$ cat src/rtl/relu_max_pool_2d_if.sv
// relu_max_pool_2d_if: pixel stream bundle between convolution trees and the pooling stage
interface relu_max_pool_2d_if #(
    parameter int NUM_TREES = 2
);
    logic                     pixel_valid_in;
    logic [32*NUM_TREES-1:0]  pixel_in;
    logic [8*NUM_TREES-1:0]   pixel_out;
    logic                     pixel_valid_out;
    modport master (output pixel_valid_in, pixel_in, input pixel_out, pixel_valid_out);
    modport slave (input pixel_valid_in, pixel_in, output pixel_out, pixel_valid_out);
endinterface

$ cat src/rtl/relu_max_pool_2d.sv
// relu_max_pool_2d: quantizing 2x2 max-pool over NUM_TREES raster streams, POOL_RELU_EN selects unsigned ReLU mode
module relu_max_pool_2d #(
    parameter int NUM_TREES = 2,
    parameter int ROW_WIDTH = 4,
    parameter int SHIFT     = 0
) (
    input logic               clock,
    input logic               reset,
    relu_max_pool_2d_if.slave bus
);
    localparam int CW = ROW_WIDTH > 2 ? $clog2(ROW_WIDTH) : 1;
    localparam int HW = ROW_WIDTH / 2;
    localparam int IW = HW > 1 ? $clog2(HW) : 1;

    function automatic logic [7:0] quant(input logic signed [31:0] x);
        logic signed [31:0] s;
`ifdef POOL_RELU_EN
        s = x < 0 ? '0 : x;
        s = s >>> SHIFT;
        return s > 255 ? 8'd255 : s[7:0];
`else
        s = x >>> SHIFT;
        return s > 127 ? 8'h7f : s < -128 ? 8'h80 : s[7:0];
`endif
    endfunction

    function automatic logic [7:0] vmax(input logic [7:0] a, input logic [7:0] b);
`ifdef POOL_RELU_EN
        return a > b ? a : b;
`else
        return $signed(a) > $signed(b) ? a : b;
`endif
    endfunction

    logic [CW-1:0]           col_q, col_d;
    logic                    row_q, row_d;
    logic                    a_valid_q, a_odd_q, a_row_q;
    logic [IW-1:0]           a_idx_q;
    logic [7:0]              a_pix_q [NUM_TREES];
    logic [7:0]              even_q [NUM_TREES];
    logic                    b_valid_q, b_row_q;
    logic [IW-1:0]           b_idx_q;
    logic [7:0]              b_max_q [NUM_TREES];
    logic [7:0]              lbuf_q [NUM_TREES][HW];
    logic [8*NUM_TREES-1:0]  pixel_out_q;
    logic                    pixel_valid_out_q;

    // raster position advances only on accepted pixels, wrapping at the row end
    always_comb begin
        col_d = !bus.pixel_valid_in ? col_q : col_q == CW'(ROW_WIDTH - 1) ? '0 : col_q + 1'b1;
        row_d = bus.pixel_valid_in && col_q == CW'(ROW_WIDTH - 1) ? ~row_q : row_q;
    end

    // position and pipeline qualifiers; a window completes only on an odd column
    always_ff @(posedge clock or negedge reset) begin
        if (!reset) begin
            col_q             <= '0;
            row_q             <= 1'b0;
            a_valid_q         <= 1'b0;
            b_valid_q         <= 1'b0;
            pixel_valid_out_q <= 1'b0;
        end else begin
            col_q             <= col_d;
            row_q             <= row_d;
            a_valid_q         <= bus.pixel_valid_in;
            b_valid_q         <= a_valid_q & a_odd_q;
            pixel_valid_out_q <= b_valid_q & b_row_q;
        end
    end

    // datapath: quantize, pair columns into a horizontal max, park even rows in the line buffer
    always_ff @(posedge clock) begin
        if (bus.pixel_valid_in) begin
            a_odd_q <= col_q[0];
            a_row_q <= row_q;
            a_idx_q <= IW'(col_q >> 1);
            for (int k = 0; k < NUM_TREES; k++) a_pix_q[k] <= quant(bus.pixel_in[32*k +: 32]);
        end
        if (a_valid_q && !a_odd_q)
            for (int k = 0; k < NUM_TREES; k++) even_q[k] <= a_pix_q[k];
        if (a_valid_q && a_odd_q) begin
            b_row_q <= a_row_q;
            b_idx_q <= a_idx_q;
            for (int k = 0; k < NUM_TREES; k++) b_max_q[k] <= vmax(even_q[k], a_pix_q[k]);
        end
        if (b_valid_q && !b_row_q)
            for (int k = 0; k < NUM_TREES; k++) lbuf_q[k][b_idx_q] <= b_max_q[k];
    end

    // pooled result combines the odd-row horizontal max with the buffered even-row max
    always_ff @(posedge clock or negedge reset) begin
        if (!reset) begin
            pixel_out_q <= '0;
        end else if (b_valid_q && b_row_q) begin
            for (int k = 0; k < NUM_TREES; k++) pixel_out_q[8*k +: 8] <= vmax(b_max_q[k], lbuf_q[k][b_idx_q]);
        end
    end

    assign bus.pixel_out       = pixel_out_q;
    assign bus.pixel_valid_out = pixel_valid_out_q;
endmodule

$ cat src/flat_wrapper.sv
// flat-port wrapper written by rule: the top's interface ports become plain ports
module relu_max_pool_2d_flat 
#(
    parameter int NUM_TREES = 2,
    parameter int ROW_WIDTH = 4,
    parameter int SHIFT     = 0
)
  (clock, reset, bus_pixel_valid_in, bus_pixel_in, bus_pixel_out, bus_pixel_valid_out);
  relu_max_pool_2d_if #(.NUM_TREES(NUM_TREES)) bus_i ();
  input logic clock;
  input logic reset;
  input wire logic [$bits(bus_i.pixel_valid_in)-1:0] bus_pixel_valid_in;
  input wire logic [$bits(bus_i.pixel_in)-1:0] bus_pixel_in;
  output wire logic [$bits(bus_i.pixel_out)-1:0] bus_pixel_out;
  output wire logic [$bits(bus_i.pixel_valid_out)-1:0] bus_pixel_valid_out;
  assign bus_i.pixel_valid_in = bus_pixel_valid_in;
  assign bus_i.pixel_in = bus_pixel_in;
  assign bus_pixel_out = bus_i.pixel_out;
  assign bus_pixel_valid_out = bus_i.pixel_valid_out;
  relu_max_pool_2d #(.NUM_TREES(NUM_TREES), .ROW_WIDTH(ROW_WIDTH), .SHIFT(SHIFT)) u_core (.clock(clock), .reset(reset), .bus(bus_i));
endmodule
$ cat config.mk
export PLATFORM = sky130hd
export DESIGN_NAME = relu_max_pool_2d_flat
export DESIGN_NICKNAME = d
export VERILOG_FILES = /design/src/rtl/relu_max_pool_2d_if.sv /design/src/rtl/relu_max_pool_2d.sv /design/src/flat_wrapper.sv
export SDC_FILE = /design/constraint.sdc
export NUM_CORES = 1
export LEC_CHECK = 0
export ABC_AREA = 1
export CORE_ASPECT_RATIO = 0.8
export CORE_MARGIN = 8
export CORE_UTILIZATION = 55
export CTS_BUF_LIST = sky130_fd_sc_hd__clkbuf_8
export DETAILED_ROUTE_END_ITERATION = 10
export DONT_BUFFER_PORTS = 1
export PLACE_DENSITY_LB_ADDON = 0.25
export REMOVE_ABC_BUFFERS = 1
export SYNTH_ARGS = -nofsm -noshare
export SYNTH_HDL_FRONTEND = slang
export SYNTH_SLANG_ARGS = --single-unit
$ cat constraint.sdc
create_clock -name clock -period 3 [get_ports clock]
set_input_delay 0.6 -clock clock [delete_from_list [all_inputs] [get_ports clock]]
set_output_delay 0.6 -clock clock [all_outputs]
set_load 0.05 [all_outputs]
; Word level (Yosys, flattened, before mapping)
; Memory sizes are Yosys's and may differ from the RTL's.
; Cells that the tools add are included.
[totals]
ff_bits = 27
latchBits = 0
mem_bits_rw = 80
mem_bits_ro = 0
in_bits = 67
output_inout_bits = 17
elab_cells = 64
mem_count = 4
[classes]
addsub = 1
mul = 0
n_div = 0
magnitude_cmp = 10
n_eq_ne = 1
shift = 0
n_mux = 25
n_bitwise = 4
n_reduce_logical = 8
[mem_list]
columns = name, depth, width, rd, rd_ports_with_merged_regs, wr, line_no
row1 = u_core.lbuf_q, 2, 16, 2, 0, 2, relu_max_pool_2d.sv:44  ; logic [7:0] lbuf_q [NUM_TREES][HW];
row2 = u_core.a_pix_q, 2, 8, 2, 0, 2, relu_max_pool_2d.sv:39  ; logic [7:0] a_pix_q [NUM_TREES];
row3 = u_core.b_max_q, 2, 8, 2, 0, 2, relu_max_pool_2d.sv:43  ; logic [7:0] b_max_q [NUM_TREES];
row4 = u_core.even_q, 2, 8, 2, 0, 2, relu_max_pool_2d.sv:40  ; logic [7:0] even_q [NUM_TREES];
[ops]
columns = op, n
row1 = $mux W8, 15
row2 = $gt A32 B8 Y1 const B, 2
row3 = $lt A32 B8 Y1 const B, 2
row4 = $gt A8 B8 Y1, 4
row5 = $mux W16, 1
row6 = $demux W8 S1, 1
row7 = $mux W1, 7
row8 = $logic_and A1 B1 Y1, 6
row9 = $add A2 B1 Y2 const B, 1
row10 = $and A1 B1 Y1, 2
row11 = $eq A2 B2 Y1 const B, 1
row12 = $ge A2 B2 Y1 const B, 1
row13 = $logic_not A1 Y1, 2
row14 = $lt A2 B1 Y1 const B, 1
row15 = $mux W2, 1
row16 = $not A1 Y2, 1
row17 = $not A1 Y1, 1

; Logic depth before layout (Yosys ltp)
; Gate-level depths: netlist (run 1).
[logic_depth]
ltp_word = 6
mapped_depth = 17
mapped_depth_nobuf = 17

; Worst setup path before layout (run 1)
; No wires, ideal clock.
[synth_timing]
path_type = flip-flop to flip-flop
startpoint = reg u_core.b_idx_q
endpoint = mem u_core.lbuf_q[0][0] in the netlist's numbering (enable)
setup_ns = 0.413
t_arrival_ns = 1.793
required_ns = 2.587
slack_ns = 0.794
stages_incl_launch_ff = 3
path_cell_list = edfxtp_1 buf_2 nor3b_1
[synth_rtl]
columns = item, line_no
row1 = "start, declared", relu_max_pool_2d.sv:42  ; logic [IW-1:0] b_idx_q;
row2 = "start signal, assigned", relu_max_pool_2d.sv:83  ; b_idx_q <= a_idx_q;
row3 = "end, declared", relu_max_pool_2d.sv:44

; Worst setup path after layout (run 1)
[layout_timing]
startpoint = reg u_core.b_idx_q
endpoint = reg u_core.pixel_out_q[2] (netlist: u_core.bus.pixel_out[2])
[layout_between]
elab_chain_cells = 6
[layout_lines]
columns = item, line_no
row1 = $not A1 Y2 (implied by the code) *, relu_max_pool_2d.sv:95  ; for (int k = 0; k < NUM_TREES; k++) pixel_out_q[8*k +: 8] <= vmax(b_max_q[k], lbuf_q[k][b_idx_q]);
row2 = $mux W8 (implied by the code) * (3 in a row), relu_max_pool_2d.sv:95
row3 = $gt A8 B8 Y1, relu_max_pool_2d.sv:31  ; return $signed(a) > $signed(b) ? a : b;
row4 = $mux W8 *, relu_max_pool_2d.sv:31
row5 = "end signal, assigned", relu_max_pool_2d.sv:93  ; pixel_out_q <= '0;
row6 = "end, declared", relu_max_pool_2d.sv:45  ; logic [8*NUM_TREES-1:0] pixel_out_q;
; Mark *: on every way between the ends. The rest lies on a longest branch, timed or not. The select of a mux whose other input is x is not followed.
; A chain may end at the register's enable or synchronous reset.

==> results of run 1 <==
[worst paths after layout]
check,startpoint,end,slack (ps),cells after the start
setup reg to reg,u_core.b_idx_q,u_core.bus.pixel_out[2],700,10
hold / removal,bus_pixel_valid_in,u_core.a_valid_q,270,0
min in group asynchronous,reset,u_core.a_valid_q,880,1
max in group asynchronous,reset,u_core.bus.pixel_out[7],1500,1
setup / recovery,u_core.b_idx_q,u_core.bus.pixel_out[2],700,10
hold reg to reg,u_core.a_row_q,u_core.b_row_q,430,0
[final cells by class]
type                            count  share of cell area, %
Tap cell                          119                  2.650
Sequential cell                   107                  55.22
Multi-Input combinational cell    329                  34.47
Clock buffer                        9                  2.204
Timing Repair Buffer                5                 0.7125
Clock inverter                      7                 0.8016
Inverter                           59                  3.941
[state kept, by name (all words and copies together) (netlist names)]
signal / count
u_core.bus.pixel_valid_out: 1
u_core.col_q: 2
u_core.b_idx_q: 1
u_core.bus.pixel_out: 16
u_core.b_max_q: 16
u_core.a_odd_q: 1
u_core.a_pix_q: 16
u_core.a_valid_q: 1
u_core.row_q: 1
u_core.b_row_q: 1
u_core.b_valid_q: 1
u_core.a_idx_q: 1
u_core.lbuf_q: 32
u_core.a_row_q: 1
u_core.even_q: 16
[cells in the mapped netlist (3+ instances only)]
master      n  area share, %
inv_1      58            4.1
nor2_2      3           0.36
dfrtp_1    22             10
clkbuf_1    3           0.21
nor2_1     17            1.2
a21oi_1    12            1.1
ha_1       33            7.8
edfxtp_1   85             48
o21ai_0     6           0.57
mux2i_1    14            2.7
nand2_1   143             10
nand2_2     5           0.59
nand4_1    32            3.8
nor4_1      9            1.1
nor3_1      6           0.57
nand3_1    31            2.9
[power groups by stage]
stage	clock (mW)	combinational (mW)	sequential (mW)
2_1_floorplan	0	0.667	2.45
3_3_place_gp	0	0.798	2.49
3_5_place_dp	0	0.830	2.51
4_1_cts	0.778	0.842	2.47
5_1_grt	0.832	0.975	2.51
6_report	0.752	0.835	2.47
[cells by family after synthesis]
family	share of synthesized area, %
simple gates	22.99
flops	58.77
buf+inv	4.739
fa+ha+maj	7.820
compound gates	2.654
mux	2.867
xor+xnor	0.1659
[metal layers]
metal,up-vias,GRT usage (%),share of wire (%)
li1,1765,-,-
met4,0,2.862,0.41
met1,1490,18.93,50
met3,5,4.662,8.0
met5,-,0,0
met2,93,20.52,42
[what timing repair did]
action                                  4_1_cts  5_1_grt
hold endpoints to repair                     22        0
resized for setup                             0        0
hold buffers                                  1        0
endpoints found under the setup margin        0        0
==> run metrics, run 1 <==
status=completed; Reg clk slew, reported paths=100 ps; unrepaired setup endpoints after global routing=no; Worst setup EP type=flop; GPL Wtd Cong=roughly 0.85; latest clock arrival within the worst-skew pair=350 ps; first-pass GRT wire length=between 15 and 20 mm; PwrDens=~720 nW/um^2; worst-case vdd ir drop=approximately 0.41 mV; initial core utilization=55.64%; Main synth FF type=edfxtp_1; Worst Tran Pin Value=1039 ps; cells after synthesis=501; nets=611; Tmin final=2299 ps; MaxCap Viol Count=0; Combinational Power Share=between 20% and 30%; DIE HEIGHT=approximately 100 microns; post-route insts no fill=635; Max Freq=435.1 MHz; ys async rst share=20.56%; clock share of power=18.6%; sequential share of power=60.9%; crit path max fanout=20; Max Slew Vio Count=0; Core ar.=9489 sq um; PortBufs=0; Worst Path Required=3240 ps; total number of vias=3353; Num CTS Buffers=9; vias in the first global route=3344; cell family with most CP delay=simple AND/OR/NAND/NOR gates; Cell Area, Synth=5280 sq um; Max H-tree Level=3; endpoints failing setup=0; drt wl/cell=about 14 microns; leakage power=2.485 nW; Post-synth EDFFs=85; Seq/Total Area, Yosys=58.77%; Net Sw Frac=a little under two fifths; num ports=84; CP bufs+invs=1; GRT overflow=0; Final TNS setup=0 ps; most frequent cells in the layout=nand2_1 (143), edfxtp_1 (85), inv_1 (60), ha_1 (33), nand4_1 (32); multi-input combinational cell area=1937 sq um; Fin. Hold Viols=0; cell breakdown of the critical path=buf_4, mux2i_1, ha_1, a21o_2, nor2_4, nand3_2, nand3_4, nand2_1, nand3_1, nand2_1; arrival time worst endpoint=2540 ps; Tcrit/Tclk final=76.62%; setup bufs post-CTS=0; total power=4.054 mW; CP peak stage delay=330 ps; commonest non-fill, non-tap cell in the layout=nand2_1; final core occ=59.22%; Die X=125.5 microns; Placement Cell Area=5440 sq um; final hold slack=272.3 ps; Root Buffer=clkbuf_8; Cell Rows=32; P&R area growth vs syn=6.422%; GRT Util Overall=13.72%; CTS tree=done; # fillers=761; Tightest Hold Check Type=input port to flop; Cells after DPL=618; Setup crit start kind=flop; Slowest-stage cell, CP=edfxtp_1; crit path setup slack, layout=701.4 ps; share of cells above drive strength 1=8.140%; DP HPWL=roughly 7 mm; initial drt markers=174; crit-path most repeated cell=nand2_1; Register Area=3103 sq um; drt drc=0; full die area=13010 sq um; largest net degree at the start of global routing=25; synth warn=0; final wirelength=between 8 and 9 mm; first-pass iteration count of the detailed router=4; DR vias/cell=between 5 and 6; switching pwr=1.520 mW; Cell variety after synth=32; antenna viol nets, final=0; critical path type=flop to flop; initial antenna violation count=0; DP Worst Slack=722.9 ps; Clock Sinks=roughly 110; Avg Inst Size Synth=10.54 sq um; ANT cells=0; P_int=2.534 mW; Max-slew headroom=30.51%; Clock Path Buffers=2; Seq cells post-synth=107; design area=5619 sq um; clock skew=about 6.1 ps
Power figures use the tool's default switching activity.
==> run 2, diff against run 1 <==
==> constraint.sdc (replaced) <==
create_clock -name clock -period 1.9 [get_ports clock]
set_input_delay 0.38 -clock clock [delete_from_list [all_inputs] [get_ports clock]]
set_output_delay 0.38 -clock clock [all_outputs]
set_load 0.05 [all_outputs]
==> run metrics, run 2 (synthesis gave the netlist of run 1 again) <==
status=finished, violations left; failing checks=negative setup slack; Cells after DPL=650; full die area=13010 sq um; worst-case vdd ir drop=0.6260 mV; Tmin final=2198 ps; unrepaired setup endpoints after global routing=yes; largest net degree at the start of global routing=25; Tightest Hold Check Type=input port to flop; antenna viol nets, final=0; Cell Rows=32; Clock Path Buffers=2; Num CTS Buffers=9; MaxCap Viol Count=0; cell family with most CP delay=simple AND/OR/NAND/NOR gates; nets=665; arrival time worst endpoint=2460 ps; crit path setup slack, layout=-297.6 ps; DP Worst Slack=-219.4 ps; initial core utilization=around 56%; leakage power=2.805 nW; PwrDens=1119 nW/um^2; endpoints failing setup=16; post-route insts no fill=690; crit-path most repeated cell=nand2_1; drt wl/cell=roughly 16 microns; most frequent cells in the layout=nand2_1 (128), edfxtp_1 (85), inv_1 (57), buf_4 (47), nand4_1 (32); PortBufs=0; cell breakdown of the critical path=buf_6, clkbuf_16, o21ai_4, inv_1, ha_1, inv_1, nand2_2, nand2_1, nand2_1, nand2_1, nand2_2, nand2_4, nand2_4, nand3_4, nand2_1, nand3_1, nand2_1; DP HPWL=7.271 mm; crit path max fanout=10; Slowest-stage cell, CP=edfxtp_1; Max Slew Vio Count=0; Clock Sinks=107; initial antenna violation count=1; DR vias/cell=5.406; Max Freq=455.0 MHz; Tcrit/Tclk final=115.7%; CP peak stage delay=about 390 ps; vias in the first global route=3497; share of cells above drive strength 1=25.79%; Core ar.=9489 sq um; num ports=84; critical path type=flop to flop; clock skew=10.10 ps; Worst Path Required=~2200 ps; GRT overflow=0; Fin. Hold Viols=0; commonest non-fill, non-tap cell in the layout=nand2_1; Root Buffer=clkbuf_8; max reg flops=32; final hold slack=42.86 ps; Final TNS setup=-4163 ps; GRT Util Overall=14.31%; Worst setup EP type=flop; CP bufs+invs=4; Max-slew headroom=30.56%; P&R area growth vs syn=23.65%; Max H-tree Level=3; initial drt markers=180; GPL Wtd Cong=between 0.8 and 0.9; CTS tree=done; Setup crit start kind=flop; Die X=roughly 130 microns; first-pass iteration count of the detailed router=5; total number of vias=3730; first-pass GRT wire length=15.51 mm; Reg clk slew, reported paths=around 100 ps; DIE HEIGHT=approximately 100 microns; Worst Tran Pin Value=1038 ps; latest clock arrival within the worst-skew pair=360 ps; final wirelength=10.71 mm; Reg with most FFs=u_core.lbuf_q; drt drc=0
## run 2: changes by cell type in the layout (fill, tap and decap cells not counted), sizes merged
cell / before / now
bufinv: 0 / 1
clkbuf: 9 / 11
diode: 0 / 1
nand4: 34 / 35
clkinv: 2 / 3
nand2: 150 / 152
clkinvlp: 2 / 0
buf: 4 / 53
## run 2: worst paths after layout
path                                    startpoint                       end  slack (ps)  cells after the start
worst max-delay path                u_core.b_idx_q  u_core.bus.pixel_out[12]        -300                     17
worst min-delay path            bus_pixel_valid_in          u_core.a_valid_q          40                      0
worst max register to register      u_core.b_idx_q  u_core.bus.pixel_out[12]        -300                     17
worst min register to register      u_core.a_row_q            u_core.b_row_q         430                      0
max in group asynchronous                    reset   u_core.bus.pixel_out[1]         620                      1
min in group asynchronous                    reset   u_core.bus.pixel_out[0]         640                      1
## run 2: area by class of cell
| class | instances | area [sq um] |
|---|---|---|
| Timing Repair Buffer | 56 | 489.2 |
| Clock inverter | 7 | 76.32 |
| Fill cell | 659 | 2960 |
| Sequential cell | 107 | 3103 |
| Tap cell | 119 | 148.9 |
| Multi-Input combinational cell | 332 | 2361 |
| Inverter | 59 | 224.0 |
| Clock buffer | 9 | 123.9 |
| Antenna cell | 1 | 2.502 |
## run 2: power breakdown
part	leakage [nW]	switching, mW	internal (mW)	total, mW
registers	1.07	0.899	3.02	3.92
logic	1.63	1.10	0.915	2.02
clock network	0.107	0.745	0.623	1.37
total	2.81	2.74	4.56	7.31
## run 2: through the flow
step | power, mW | utilization [%] | instance area, sq um
after detailed placement | 5.436 | 59.99 | 5693
after global placement | 5.351 | 59.99 | 5693
final | 7.306 | 68.80 | 6529
after global routing | 7.695 | 68.78 | 6526
after floorplan | 4.927 | - | 5251
after CTS | 6.845 | 62.83 | 5962
## run 2: routing by layer
layer / GRT usage (%) / up-vias / wire, microns
li1: - / 1875 / -
met1: 18.41 / 1715 / 4695
met2: 22.29 / 126 / 5056
met3: 5.891 / 14 / 847
met4: 2.862 / 0 / 108
met5: 0 / - / 0
## run 2: timing repair
action	4_1_cts	5_1_grt
cloned	0	5
hold buffers	1	0
hold endpoints to repair	22	0
resized for setup	9	73
setup endpoints to repair	16	32
buffers inserted	1	16
pin swaps	1	38
==> run 3, diff against run 2 <==
--- a/config.mk
+++ b/config.mk
@@ -12,6 +12,7 @@
 export CTS_BUF_LIST = sky130_fd_sc_hd__clkbuf_8
 export DETAILED_ROUTE_END_ITERATION = 10
 export DONT_BUFFER_PORTS = 1
+export GPL_TIMING_DRIVEN = 0
 export PLACE_DENSITY_LB_ADDON = 0.25
 export REMOVE_ABC_BUFFERS = 1
 export SYNTH_ARGS = -nofsm -noshare
==> run metrics, run 3 (synthesis gave the netlist of run 1 again) <==
initial antenna violation count=1; share of cells above drive strength 1=18.99%; Critical R2R Launch=u_core.b_idx_q; leakage power=2.632 nW; met2 Use GR=around a quarter; total power=7.117 mW; final core occ=65.56%; final hold slack=around 36 ps; ANT cells=0; clock skew=9.138 ps; arrival time worst endpoint=2560 ps; Worst Tran Pin Value=1173 ps; first-pass iteration count of the detailed router=7; full die area=13010 sq um; Worst Path Required=2210 ps; Root Buffer=clkbuf_8; endpoints failing setup=16; Placement Cell Area=roughly 5400 sq um; num ports=84; vias in the first global route=3520; crit path max fanout=8; initial drt markers=approximately 240; Fin. Hold Viols=0; commonest non-fill, non-tap cell in the layout=nand2_1; PortBufs=0; Reg clk slew, reported paths=around 90 ps; Max-slew headroom=21.49%; largest net degree at the start of global routing=25; Die X=125.5 microns; GPL Wtd Cong=0.8188; Clock Sinks=107; crit path setup slack, layout=-345.3 ps; GRT Util Overall=14.73%; drt drc=0; worst-case vdd ir drop=0.7446 mV; DR vias/cell=roughly 5.5; Critical Path Sink=u_core.bus.pixel_out[11]; DP HPWL=7.012 mm; failing checks=negative setup slack; total number of vias=3623; Reg-to-Reg End=u_core.bus.pixel_out[11]; final wirelength=10.33 mm; Max H-tree Level=3; Clock Path Buffers=2; Final TNS setup=-5293 ps; unrepaired setup endpoints after global routing=yes; design area=6221 sq um; GRT met3 Usage=6.148%; P&R area growth vs syn=17.82%; Tightest Hold Check Type=input port to flop; Reg with most FFs=u_core.lbuf_q; drt wl/cell=~16 microns; Cells after DPL=616; Setup crit start kind=flop; initial core utilization=a little under three fifths; critical path type=flop to flop; latest clock arrival within the worst-skew pair=370 ps; PwrDens=between 1000 and 1500 nW/um^2; Cell Rows=32; Worst Reg2Reg Path Length in Cells=14; Tmin final=~2200 ps; DIE HEIGHT=around 100 microns; first-pass GRT wire length=15.95 mm; antenna viol nets, final=0; Max Slew Vio Count=0; Max Freq=445.4 MHz; most used routing layer=met2; flop2flop setup slack=-350 ps; max reg flops=32; nets=632; GRT overflow=0; Core ar.=~9500 sq um; met1 Use GR=18.43%; Worst setup EP type=flop; Critical Path Start=u_core.b_idx_q; Tcrit/Tclk final=118.2%; most frequent cells in the layout=nand2_1 (132), edfxtp_1 (85), inv_1 (56), nand4_1 (32), nand3_1 (31); status=finished, violations left; post-route insts no fill=656; Num CTS Buffers=9; MaxCap Viol Count=0; CTS tree=done; DP Worst Slack=-851.8 ps
[run 3: how the worst min path moves through the flow]
stage	start	endpoint	slack [ps]	depth (start not counted)
floorplan	reset	u_core.a_valid_q	80	0
global placement	reset	u_core.bus.pixel_out[6]	90	0
detailed placement	reset	u_core.bus.pixel_out[6]	90	0
CTS	bus_pixel_valid_in	u_core.a_valid_q	10	0
global route	bus_pixel_valid_in	u_core.a_valid_q	3	0
finish	bus_pixel_valid_in	u_core.a_valid_q	40	0
[run 3: area by class of cell]
type,count,area [sq um]
inverter,59,221.5
multi-input combinational,331,2316
tap,119,148.9
fill,702,3268
clock inverter,7,76.32
timing repair buffer,24,231.5
clock buffer,9,123.9
sequential,107,3103
[run 3: layer usage]
layer	share of wire, %	vias up
met4	0.56	2
li1	-	1807
met1	44	1674
met2	47	129
met5	0.13	-
met3	8.6	11
[run 3: critical path, stage by stage (launching register included)]
cell       delay (ps)
edfxtp_1          530
clkbuf_16         240
mux2i_4           250
ha_1              280
nand2_1            70
nand2_1            50
nand2_1            50
nand2_1            60
nand2_2           110
nand2_2           100
nand2_4           110
nand3_4           120
nand2_1            90
nand3_1            70
nand2_1            70
[run 3: power breakdown]
part	switching (mW)	leakage, nW	internal, mW
Sequential	0.911	1.07	3.03
Clock	0.755	0.103	0.621
Combinational	1.02	1.46	0.780
[run 3: timing repair]
action | CTS | global route
buffers inserted | 6 | 13
hold buffers | 1 | 0
gates resized for setup | 23 | 49
gates cloned | 1 | 3
pin swaps | 5 | 20
endpoints found under the setup margin | 41 | 32
endpoints found under the hold margin | 22 | 0
